--- src/rtl/hakutpu_isa_pkg.sv ---
`default_nettype none
// ============================================================================
// Module      : hakutpu_isa_pkg
// Description : Instruction encoding, status kinds and dispatcher FSM states.
// Revision    : 1.0 - initial release
// ============================================================================
package hakutpu_isa_pkg;

    localparam logic [7:0] c_OP_NOP   = 8'h00;
    localparam logic [7:0] c_OP_EXEC  = 8'h01;
    localparam logic [7:0] c_OP_FENCE = 8'h02;

    localparam int c_OPC_LSB  = 56;
    localparam int c_OPC_W    = 8;
    localparam int c_UNIT_LSB = 52;
    localparam int c_UNIT_W   = 4;
    localparam int c_OPND_LSB = 0;
    localparam int c_OPND_W   = 52;

    localparam logic [7:0] c_KIND_LOCAL   = 8'h00;
    localparam logic [7:0] c_KIND_DONE    = 8'h01;
    localparam logic [7:0] c_KIND_ILLEGAL = 8'hEE;
    localparam logic [7:0] c_KIND_BADUNIT = 8'hEF;

    typedef enum logic [1:0] {
        ST_IDLE   = 2'd0,
        ST_ISSUE  = 2'd1,
        ST_FENCE  = 2'd2,
        ST_RETIRE = 2'd3
    } disp_state_t;

    function automatic logic [63:0] status_word(input logic [7:0] kind,
                                                input logic [7:0] opcode,
                                                input logic [7:0] st);
        return {kind, opcode, 40'd0, st};
    endfunction

endpackage
`default_nettype wire

--- src/rtl/inst_scoreboard.sv ---
`default_nettype none
// ============================================================================
// Module      : inst_scoreboard
// Description : Outstanding-ID bit vector with set/clear and lookup.
// Revision    : 1.0 - initial release
// ============================================================================
module inst_scoreboard #(
    parameter  int DEPTH = 16,
    localparam int ID_W  = $clog2(DEPTH)
) (
    input  logic            clk,
    input  logic            rst,
    input  logic            set_en,
    input  logic [ID_W-1:0] set_id,
    input  logic            clr_en,
    input  logic [ID_W-1:0] clr_id,
    input  logic [ID_W-1:0] query_id,
    output logic            query_set,
    output logic            clr_hit,
    output logic            clr_spurious,
    output logic            empty
);

    logic [DEPTH-1:0] r_bits;
    logic [DEPTH-1:0] w_set_mask;
    logic [DEPTH-1:0] w_clr_mask;

    assign query_set    = r_bits[query_id];
    assign clr_hit      = clr_en && r_bits[clr_id];
    assign clr_spurious = clr_en && !r_bits[clr_id];
    assign empty        = (r_bits == '0);

    always_comb begin
        w_set_mask = '0;
        w_clr_mask = '0;
        if (set_en) w_set_mask[set_id] = 1'b1;
        if (clr_hit) w_clr_mask[clr_id] = 1'b1;
    end

    // A set and a clear never target the same bit: issue waits for a clear bit.
    always_ff @(posedge clk) begin
        if (!rst) begin
            r_bits <= '0;
        end else begin
            r_bits <= (r_bits | w_set_mask) & ~w_clr_mask;
        end
    end

endmodule
`default_nettype wire

--- src/rtl/inst_dispatcher.sv ---
`default_nettype none
// ============================================================================
// Module      : inst_dispatcher
// Description : Decodes receiver instructions, issues EXEC work to units,
//               tracks outstanding IDs and returns one status per retirement.
// Revision    : 1.0 - initial release
// ============================================================================
module inst_dispatcher
    import hakutpu_isa_pkg::*;
#(
    parameter  int DATA_WIDTH        = 64,
    parameter  int INSTRUCTION_DEPTH = 16,
    parameter  int NUM_UNITS         = 4,
    localparam int ID_W              = $clog2(INSTRUCTION_DEPTH)
) (
    input  logic                  clk,
    input  logic                  rst,
    input  logic [DATA_WIDTH-1:0] instruction,
    input  logic [ID_W-1:0]       instruction_id,
    input  logic                  instruction_valid,
    output logic                  instruction_next,
    output logic [NUM_UNITS-1:0]  disp_valid,
    input  logic [NUM_UNITS-1:0]  disp_ready,
    output logic [c_OPND_W-1:0]   disp_operand,
    output logic [ID_W-1:0]       disp_id,
    input  logic                  done_valid,
    input  logic [ID_W-1:0]       done_id,
    input  logic [7:0]            done_status,
    output logic [DATA_WIDTH-1:0] data,
    output logic [ID_W-1:0]       data_id,
    output logic                  data_valid,
    output logic                  busy,
    output logic                  err_spurious
);

    disp_state_t            r_state;
    logic [ID_W-1:0]        r_id;
    logic [c_UNIT_W-1:0]    r_unit;
    logic [c_OPND_W-1:0]    r_operand;
    logic [7:0]             r_opcode;
    logic [7:0]             r_kind;
    logic [DATA_WIDTH-1:0]  r_data;
    logic [ID_W-1:0]        r_data_id;
    logic                   r_data_valid;
    logic                   r_err;

    logic [c_OPC_W-1:0]     w_opcode;
    logic [c_UNIT_W-1:0]    w_unit;
    logic [c_OPND_W-1:0]    w_operand;
    logic                   w_unit_ok;
    logic                   w_id_busy;
    logic                   w_issue_req;
    logic                   w_handshake;
    logic                   w_done_hit;
    logic                   w_spurious;
    logic                   w_sb_empty;

    assign w_opcode  = instruction[c_OPC_LSB +: c_OPC_W];
    assign w_unit    = instruction[c_UNIT_LSB +: c_UNIT_W];
    assign w_operand = instruction[c_OPND_LSB +: c_OPND_W];
    assign w_unit_ok = ({28'd0, w_unit} < 32'(NUM_UNITS));

    assign instruction_next = (r_state == ST_IDLE) && instruction_valid;
    assign w_issue_req      = (r_state == ST_ISSUE) && !w_id_busy;
    assign w_handshake      = |(disp_valid & disp_ready);

    for (genvar u = 0; u < NUM_UNITS; u++) begin : g_disp
        assign disp_valid[u] = w_issue_req && (r_unit == 4'(u));
    end

    assign disp_operand = r_operand;
    assign disp_id      = r_id;
    assign data         = r_data;
    assign data_id      = r_data_id;
    assign data_valid   = r_data_valid;
    assign err_spurious = r_err;
    assign busy         = (r_state != ST_IDLE) || !w_sb_empty;

    inst_scoreboard #(
        .DEPTH        (INSTRUCTION_DEPTH)
    ) u_scoreboard (
        .clk          (clk),
        .rst          (rst),
        .set_en       (w_handshake),
        .set_id       (r_id),
        .clr_en       (done_valid),
        .clr_id       (done_id),
        .query_id     (r_id),
        .query_set    (w_id_busy),
        .clr_hit      (w_done_hit),
        .clr_spurious (w_spurious),
        .empty        (w_sb_empty)
    );

    always_ff @(posedge clk) begin
        if (!rst) begin
            r_state      <= ST_IDLE;
            r_id         <= '0;
            r_unit       <= '0;
            r_operand    <= '0;
            r_opcode     <= '0;
            r_kind       <= '0;
            r_data       <= '0;
            r_data_id    <= '0;
            r_data_valid <= 1'b0;
            r_err        <= 1'b0;
        end else begin
            r_data_valid <= 1'b0;
            // Completions own the status port; a pending local retire waits.
            if (w_done_hit) begin
                r_data       <= DATA_WIDTH'(status_word(c_KIND_DONE, c_OP_EXEC, done_status));
                r_data_id    <= done_id;
                r_data_valid <= 1'b1;
            end
            if (w_spurious) r_err <= 1'b1;

            case (r_state)
                ST_IDLE: begin
                    if (instruction_valid) begin
                        r_id      <= instruction_id;
                        r_unit    <= w_unit;
                        r_operand <= w_operand;
                        r_opcode  <= w_opcode;
                        case (w_opcode)
                            c_OP_EXEC: begin
                                if (w_unit_ok) begin
                                    r_state <= ST_ISSUE;
                                end else begin
                                    r_kind  <= c_KIND_BADUNIT;
                                    r_state <= ST_RETIRE;
                                end
                            end
                            c_OP_NOP: begin
                                r_kind  <= c_KIND_LOCAL;
                                r_state <= ST_RETIRE;
                            end
                            c_OP_FENCE: r_state <= ST_FENCE;
                            default: begin
                                r_kind  <= c_KIND_ILLEGAL;
                                r_state <= ST_RETIRE;
                            end
                        endcase
                    end
                end
                ST_ISSUE: begin
                    if (w_handshake) r_state <= ST_IDLE;
                end
                ST_FENCE: begin
                    if (w_sb_empty) begin
                        r_kind  <= c_KIND_LOCAL;
                        r_state <= ST_RETIRE;
                    end
                end
                ST_RETIRE: begin
                    if (!done_valid) begin
                        r_data       <= DATA_WIDTH'(status_word(r_kind, r_opcode, 8'h00));
                        r_data_id    <= r_id;
                        r_data_valid <= 1'b1;
                        r_state      <= ST_IDLE;
                    end
                end
                default: r_state <= ST_IDLE;
            endcase
        end
    end

endmodule
`default_nettype wire

--- config.mk ---
export PLATFORM = sky130hd
export DESIGN_NAME = inst_dispatcher
export DESIGN_NICKNAME = d
export VERILOG_FILES = /design/src/rtl/hakutpu_isa_pkg.sv /design/src/rtl/inst_scoreboard.sv /design/src/rtl/inst_dispatcher.sv
export SDC_FILE = /design/constraint.sdc
export NUM_CORES = 1
export LEC_CHECK = 0
export ABC_AREA = 1
export CORE_MARGIN = 4
export CORE_UTILIZATION = 30
export DETAILED_ROUTE_END_ITERATION = 7
export PLACE_DENSITY_LB_ADDON = 0.05
export SKIP_LAST_GASP = 1
export SLEW_MARGIN = 20
export SYNTH_ARGS = -nofsm -noshare
export SYNTH_HDL_FRONTEND = slang
export SYNTH_HIERARCHICAL = 1
export SYNTH_SLANG_ARGS = --single-unit
export TNS_END_PERCENT = 50
--- constraint.sdc ---
create_clock -name clk -period 5.5 [get_ports clk]
set_input_delay 0.825 -clock clk [delete_from_list [all_inputs] [get_ports clk]]
set_output_delay 0.825 -clock clk [all_outputs]
set_load 0.05 [all_outputs]
Word level (Yosys, flattened, before mapping)
Cells that the tools add are included.
{ "word_totals": {"regBits": 164, "in_bits": 88, "output_inout_bits": 132} }
{ "op_classes": {"magnitude_cmp": 5, "n_eq_ne": 14, "n_mux": 31, "n_bitwise": 4, "n_reduce_logical": 24} }
{ "ops": {"columns": ["op", "count"], "rows": [
  ["2-to-1 mux 64 bit", 3],
  ["2-to-1 mux 16 bit", 2],
  ["2-to-1 mux 8 bit", 3],
  ["case mux 8 bit (3 select lines)", 1],
  ["bitwise AND 16 bit", 1],
  ["logical NOT 16 bit", 1],
  ["NOT 16 bit", 1],
  ["bitwise OR 16 bit", 1],
  ["case mux 8 bit (2 select lines)", 1],
  ["2-to-1 mux 4 bit", 3],
  ["logical AND 1 bit", 10],
  ["less-than comparator 4 x 5 -> 1 bit (second input constant)", 2],
  ["2-to-1 mux 2 bit", 5],
  ["binary-select mux 1 bit (select 4 bit)", 2],
  ["demux 1 bit (select 4 bit)", 2],
  ["== test 4 x 2 -> 1 bit (second input constant)", 2],
  ["== test 8 x 1 -> 1 bit (second input constant)", 1],
  ["== test 8 x 2 -> 1 bit (second input constant)", 1],
  [">= comparator 4 x 1 -> 1 bit (second input constant)", 2],
  ["logical NOT 8 bit", 1],
  ["inequality test 2 bit (second input constant)", 4],
  ["case mux 2 bit (4 select lines)", 1],
  ["2-to-1 mux 1 bit", 7],
  ["AND reduction 5 bit", 1],
  ["other kinds (16)", 20]
]} }

Logic depth before layout (Yosys ltp)
{ "depth": {"ltp_word": 10, "mapped_depth": 19} }

Modules after synthesis
The synthesis kept the hierarchy.
{ "modules_own_cells": {"columns": ["module", "instances", "cells_per_inst", "area_per_inst_um2", "seq_area_each_um2"], "rows": [
  ["inst_dispatcher", 1, 633, 4953.5, 2842.7],
  ["inst_scoreboard", 1, 233, 1342.5, 320.3]
]} }

Worst setup path before layout
Ideal clock, no wire load.
{ "synth_path": {"kind": "register to output", "start": "register r_id[0] (netlist: disp_id[0])", "end": "output disp_valid[0]", "arrival_time_ps": 2837, "path_slack_ps": 1838, "path_stages_with_launch": 10, "n_path_buf": 1, "path_cell_list": "dfxtp_1 > clkbuf_1 > nor2_1 > a21oi_1 > o22ai_1 > o211ai_1 > nand2_1 > nor2_2 > inv_1 > nor3_1"} }
{ "synth_via": {"elab_chain_len": 5} }
{ "synth_lines": {"columns": ["element", "line_no", "text"], "rows": [
  ["from (decl)", "inst_dispatcher.sv:37", "logic [ID_W-1:0] r_id;"],
  ["from (signal assigned)", "inst_dispatcher.sv:120", "r_id <= instruction_id;"],
  ["binary-select mux 1 bit (select 4 bit)", "inst_scoreboard.sv:28", "assign query_set = r_bits[query_id];"],
  ["2-to-1 mux 1 bit (implied by the code)", "inst_scoreboard.sv:28", null],
  ["net w_id_busy", "inst_dispatcher.sv:51", "logic w_id_busy;"],
  ["logical NOT 1 bit", "inst_dispatcher.sv:64", "assign w_issue_req = (r_state == ST_ISSUE) && !w_id_busy;"],
  ["logical AND 1 bit", "inst_dispatcher.sv:64", null],
  ["logical AND 1 bit", "inst_dispatcher.sv:68", "assign disp_valid[u] = w_issue_req && (r_unit == 4'(u));"],
  ["to (decl)", "inst_dispatcher.sv:22", "output logic [NUM_UNITS-1:0] disp_valid,"]
]} }
The timed path passes the listed nets, and every way through them passes these cells. The select of a mux whose other input is x is not followed.

Worst setup path in the final report
Ends and elaborated chain as after synthesis.

==> Flow_metrics.wiki <==
{| class="wikitable"
! Metric !! Value
|-
| Result of the run || complete, no violations
|-
| Antenna Cells || 0
|-
| Net Sw Power || 1640 µW
|-
| Element type at the critical path end || output port
|-
| Power per standard cell area || 438 nW/µm²
|-
| Number of global-route vias before repair || 5774
|-
| Wirelength per Cell || 14.2 µm
|-
| Tightest Pin Transition || ~0.89 ns
|-
| Class of the most critical setup path || flop to output port
|-
| Die outline height || 153 µm
|-
| Class of the tightest hold or removal check || flop to flop
|-
| Number of filler instances in the final layout || 2203
|-
| Largest net degree at the start of global routing || 71
|-
| Area added between synthesis and finish || 45.8%
|-
| Part of the Yosys area used for sequential elements || 0.502
|-
| Die Wd || 153 µm
|-
| Via total after detailed routing || between 5000 and 6000
|-
| Combinational Power Share || 0.359
|-
| Maximum clock rate || 247 MHz
|-
| Data arrival time of the critical path || 3.23 ns
|-
| Post-route cell area || about 9200 µm²
|-
| Initial Util || 0.308
|-
| Quantity of hold-fixing buffers added after cts || 0
|-
| Net switching fraction of the power || 0.408
|-
| Num CTS Buffers || 17
|-
| Final RePlAce weighted congestion || ~0.82
|-
| Worst clock skew || 0.0174 ns
|-
| Overall die area || 23400 µm²
|-
| Cell count after synthesis || 866
|-
| Reg power frac || 0.357
|-
| Max capacitance violation total || 0
|-
| Worst setup SP type || flop
|-
| Final number of setup-violating endpoints || 0
|-
| CTS tree || done
|-
| Hold Fails Final Rpt || 0
|-
| Slew Limit Fails || 0
|-
| Total I/O pin count || 220
|-
| Warnings from Yosys || 6
|-
| RSZ-0062 raised after global routing || no
|-
| Via count normalized by instance count || 4.43
|-
| Core area || 20400 µm²
|-
| Resized Gates After CTS || 0
|-
| Mean Syn Cell Area || 7.27 µm²
|-
| Number of cell rows || 52
|-
| Starting DRT DRC Count || 319
|-
| Number of antenna violations at the first check in global routing || 0
|-
| Count of port buffers added during placement || 219
|-
| Post-route DRC || 0
|-
| Max-slew headroom || 0.410
|-
| Layout cell share with drive strength beyond 1 || 0.0630
|-
| Critical path data required time || 4.68 ns
|-
| Tcrit/Tclk final || 0.737
|-
| Worst-path clk slew || about 0.070 ns
|-
| Area after DPL || between 8000 and 9000 µm²
|-
| HPWL after detailed placement || approximately 13000 µm
|-
| Minimum period implied by the final worst setup slack || 4.05 ns
|-
| Area of the mapped netlist || 6300 µm²
|-
| Count of unique library cells instantiated by Yosys || 37
|-
| Wire length reported by the detailed router || 19100 µm
|-
| Root Buffer Master || sky130_fd_sc_hd__clkbuf_16
|-
| Internal power contribution || 2380 µW
|-
| Sinks on the clock net || around 160
|-
| Total setup buffers inserted after CTS || 0
|-
| Fin nets || 1155
|-
| LEAKAGE || 0.00364 µW
|-
| Combined area of the multi-input logic cells || 2650 µm²
|-
| #FFs+latches synth || 158
|-
| Crit Path Max Fanout || 18
|-
| Detailed-router iteration count before antenna repair || 4
|-
| Maximum buffer depth of the clock tree || 2
|-
| Aggregate global routing overflow || 0
|-
| First-pass GRT wire length || 30500 µm
|-
| Total routing usage reported by global routing || 0.160
|-
| Clk_lat worst skew || 0.43 ns
|-
| Final sum of negative setup slack || 0 ns
|-
| Detail Route Antenna Nets || 0
|-
| Post-synth net total || 954
|-
| Max IR drop VDD || 0.000394 V
|-
| H-tree depth reported by CTS || 4
|-
| Sequential cell area || 3160 µm²
|-
| Clock network fraction of total power || 0.284
|}
path summary, 6_finish.rpt:
path	to	depth (start not counted)	start	slack, ns
max	disp_valid[0]	11	disp_id[0]$_SDFFE_PN0P_	1.45
min	data[13]$_SDFF_PN0_	2	data[13]$_SDFF_PN0_	0.44
max reg2reg	u_scoreboard/r_bits[15]$_SDFF_PN0_	18	disp_id[0]$_SDFFE_PN0P_	2.40
min reg2reg	data[13]$_SDFF_PN0_	2	data[13]$_SDFF_PN0_	0.44
registers in the layout, indices dropped and copies added, names as in the netlist, 4 cells and up:
name,cells
data,64
disp_operand,52
u_scoreboard/r_bits,16
r_opcode,8
data_id,4
disp_id,4
r_unit,4
synth_stat cells (all sizes together):
library cell | instances | area share
nor2 | 237 | 0.14
nand2 | 184 | 0.11
dfxtp | 158 | 0.50
o21ai | 79 | 0.065
inv | 61 | 0.036
a21oi | 44 | 0.035
nand3 | 27 | 0.029
clkbuf | 23 | 0.016
buf | 19 | 0.024
a31oi | 10 | 0.0099
nor3 | 7 | 0.0064
nor4 | 4 | 0.0040
o211ai | 3 | 0.0036
a211oi | 1 | 0.0012
and3 | 1 | 0.00099
dlygate4sd1 | 1 | 0.0014
nand3b | 1 | 0.0012
nand4 | 1 | 0.00099
o21bai | 1 | 0.0012
o221a | 1 | 0.0018
o221ai | 1 | 0.0014
o22ai | 1 | 0.00099
o31ai | 1 | 0.0012
kinds of logic (layout without fill, tap and decap cells):
group	count (synthesis)	in the layout	share of synthesized area
AOI/OAI and AO/OA	142	142	0.121
buffers and inverters	104	318	0.0773
DFF	158	158	0.502
and+or+nand+nor	462	462	0.299
critical path, cell delays in order (launching register included):
cell	delay, ns
sky130_fd_sc_hd__dfxtp_1	0.70
sky130_fd_sc_hd__inv_1	0.23
sky130_fd_sc_hd__nor2_1	0.14
sky130_fd_sc_hd__nor2_1	0.04
sky130_fd_sc_hd__o21ai_0	0.08
sky130_fd_sc_hd__o211ai_1	0.11
sky130_fd_sc_hd__nand3b_1	0.12
sky130_fd_sc_hd__nand2_1	0.07
sky130_fd_sc_hd__nor2_2	0.21
sky130_fd_sc_hd__inv_1	0.11
sky130_fd_sc_hd__nor3_1	0.16
sky130_fd_sc_hd__clkdlybuf4s50_1	0.83
layer usage:
layer	up-vias	wire length (µm)	share of wire	track usage
met3	18	2140	0.11	0.0840
met2	200	8170	0.43	0.242
met1	2617	8630	0.45	0.200
met5	-	0	0	0
met4	0	187	0.0098	0.0445
li1	3143	-	-	-
per-stage QoR:
| stage | setup slack, ns | total power, µW | utilization | std cells | hold slack, ns |
|---|---|---|---|---|---|
| 6_report | 1.45 | 4020 | 0.449 | 1350 | 0.442 |
| 5_1_grt | 1.15 | 4260 | 0.449 | 1350 | 0.455 |
| 4_1_cts | 1.40 | 4090 | 0.449 | 1350 | 0.443 |
| 3_5_place_dp | 1.86 | 2920 | 0.421 | 1318 | 0.434 |
| 3_3_place_gp | 1.86 | 2920 | 0.421 | 1318 | 0.430 |
| 2_1_floorplan | 1.84 | 2440 | - | 866 | 0.429 |
layout make-up:
cell class	count	area share
tap	270	0.0368
clock inverter	14	0.0153
inverter	61	0.0249
sequential	158	0.345
timing repair buffer	225	0.243
multi-input combinational	604	0.288
clock buffer	18	0.0468
placed cells by master (no fill, tap or decap), types with 2 or more instances in the layout:
master / count
sky130_fd_sc_hd__clkdlybuf4s50_1: 218
sky130_fd_sc_hd__inv_2: 8
sky130_fd_sc_hd__nand3_1: 18
sky130_fd_sc_hd__o21ai_0: 75
sky130_fd_sc_hd__clkbuf_16: 17
sky130_fd_sc_hd__a31oi_1: 10
sky130_fd_sc_hd__clkinvlp_4: 2
sky130_fd_sc_hd__dfxtp_1: 158
sky130_fd_sc_hd__inv_8: 5
sky130_fd_sc_hd__inv_6: 4
sky130_fd_sc_hd__nor4_1: 4
sky130_fd_sc_hd__nor2_1: 233
sky130_fd_sc_hd__nand2_1: 178
sky130_fd_sc_hd__a21oi_1: 44
sky130_fd_sc_hd__nor3_1: 6
sky130_fd_sc_hd__buf_4: 6
sky130_fd_sc_hd__o211ai_1: 3
sky130_fd_sc_hd__nor2_2: 3
sky130_fd_sc_hd__nand2_2: 4
sky130_fd_sc_hd__nand3_2: 9
sky130_fd_sc_hd__o21ai_1: 3
sky130_fd_sc_hd__inv_1: 53
sky130_fd_sc_hd__nand2_4: 2
sky130_fd_sc_hd__clkinv_4: 2
power by group through the flow:
stage                     logic (µW)  clock network, µW  registers, µW
after detailed placement        1450                  0           1460
after global placement          1460                  0           1460
after floorplan                  569                  0           1880
final                           1440               1140           1440
after CTS                       1460               1190           1440
after global routing            1570               1230           1460
No activity file was read; power rests on OpenSTA's default activity.
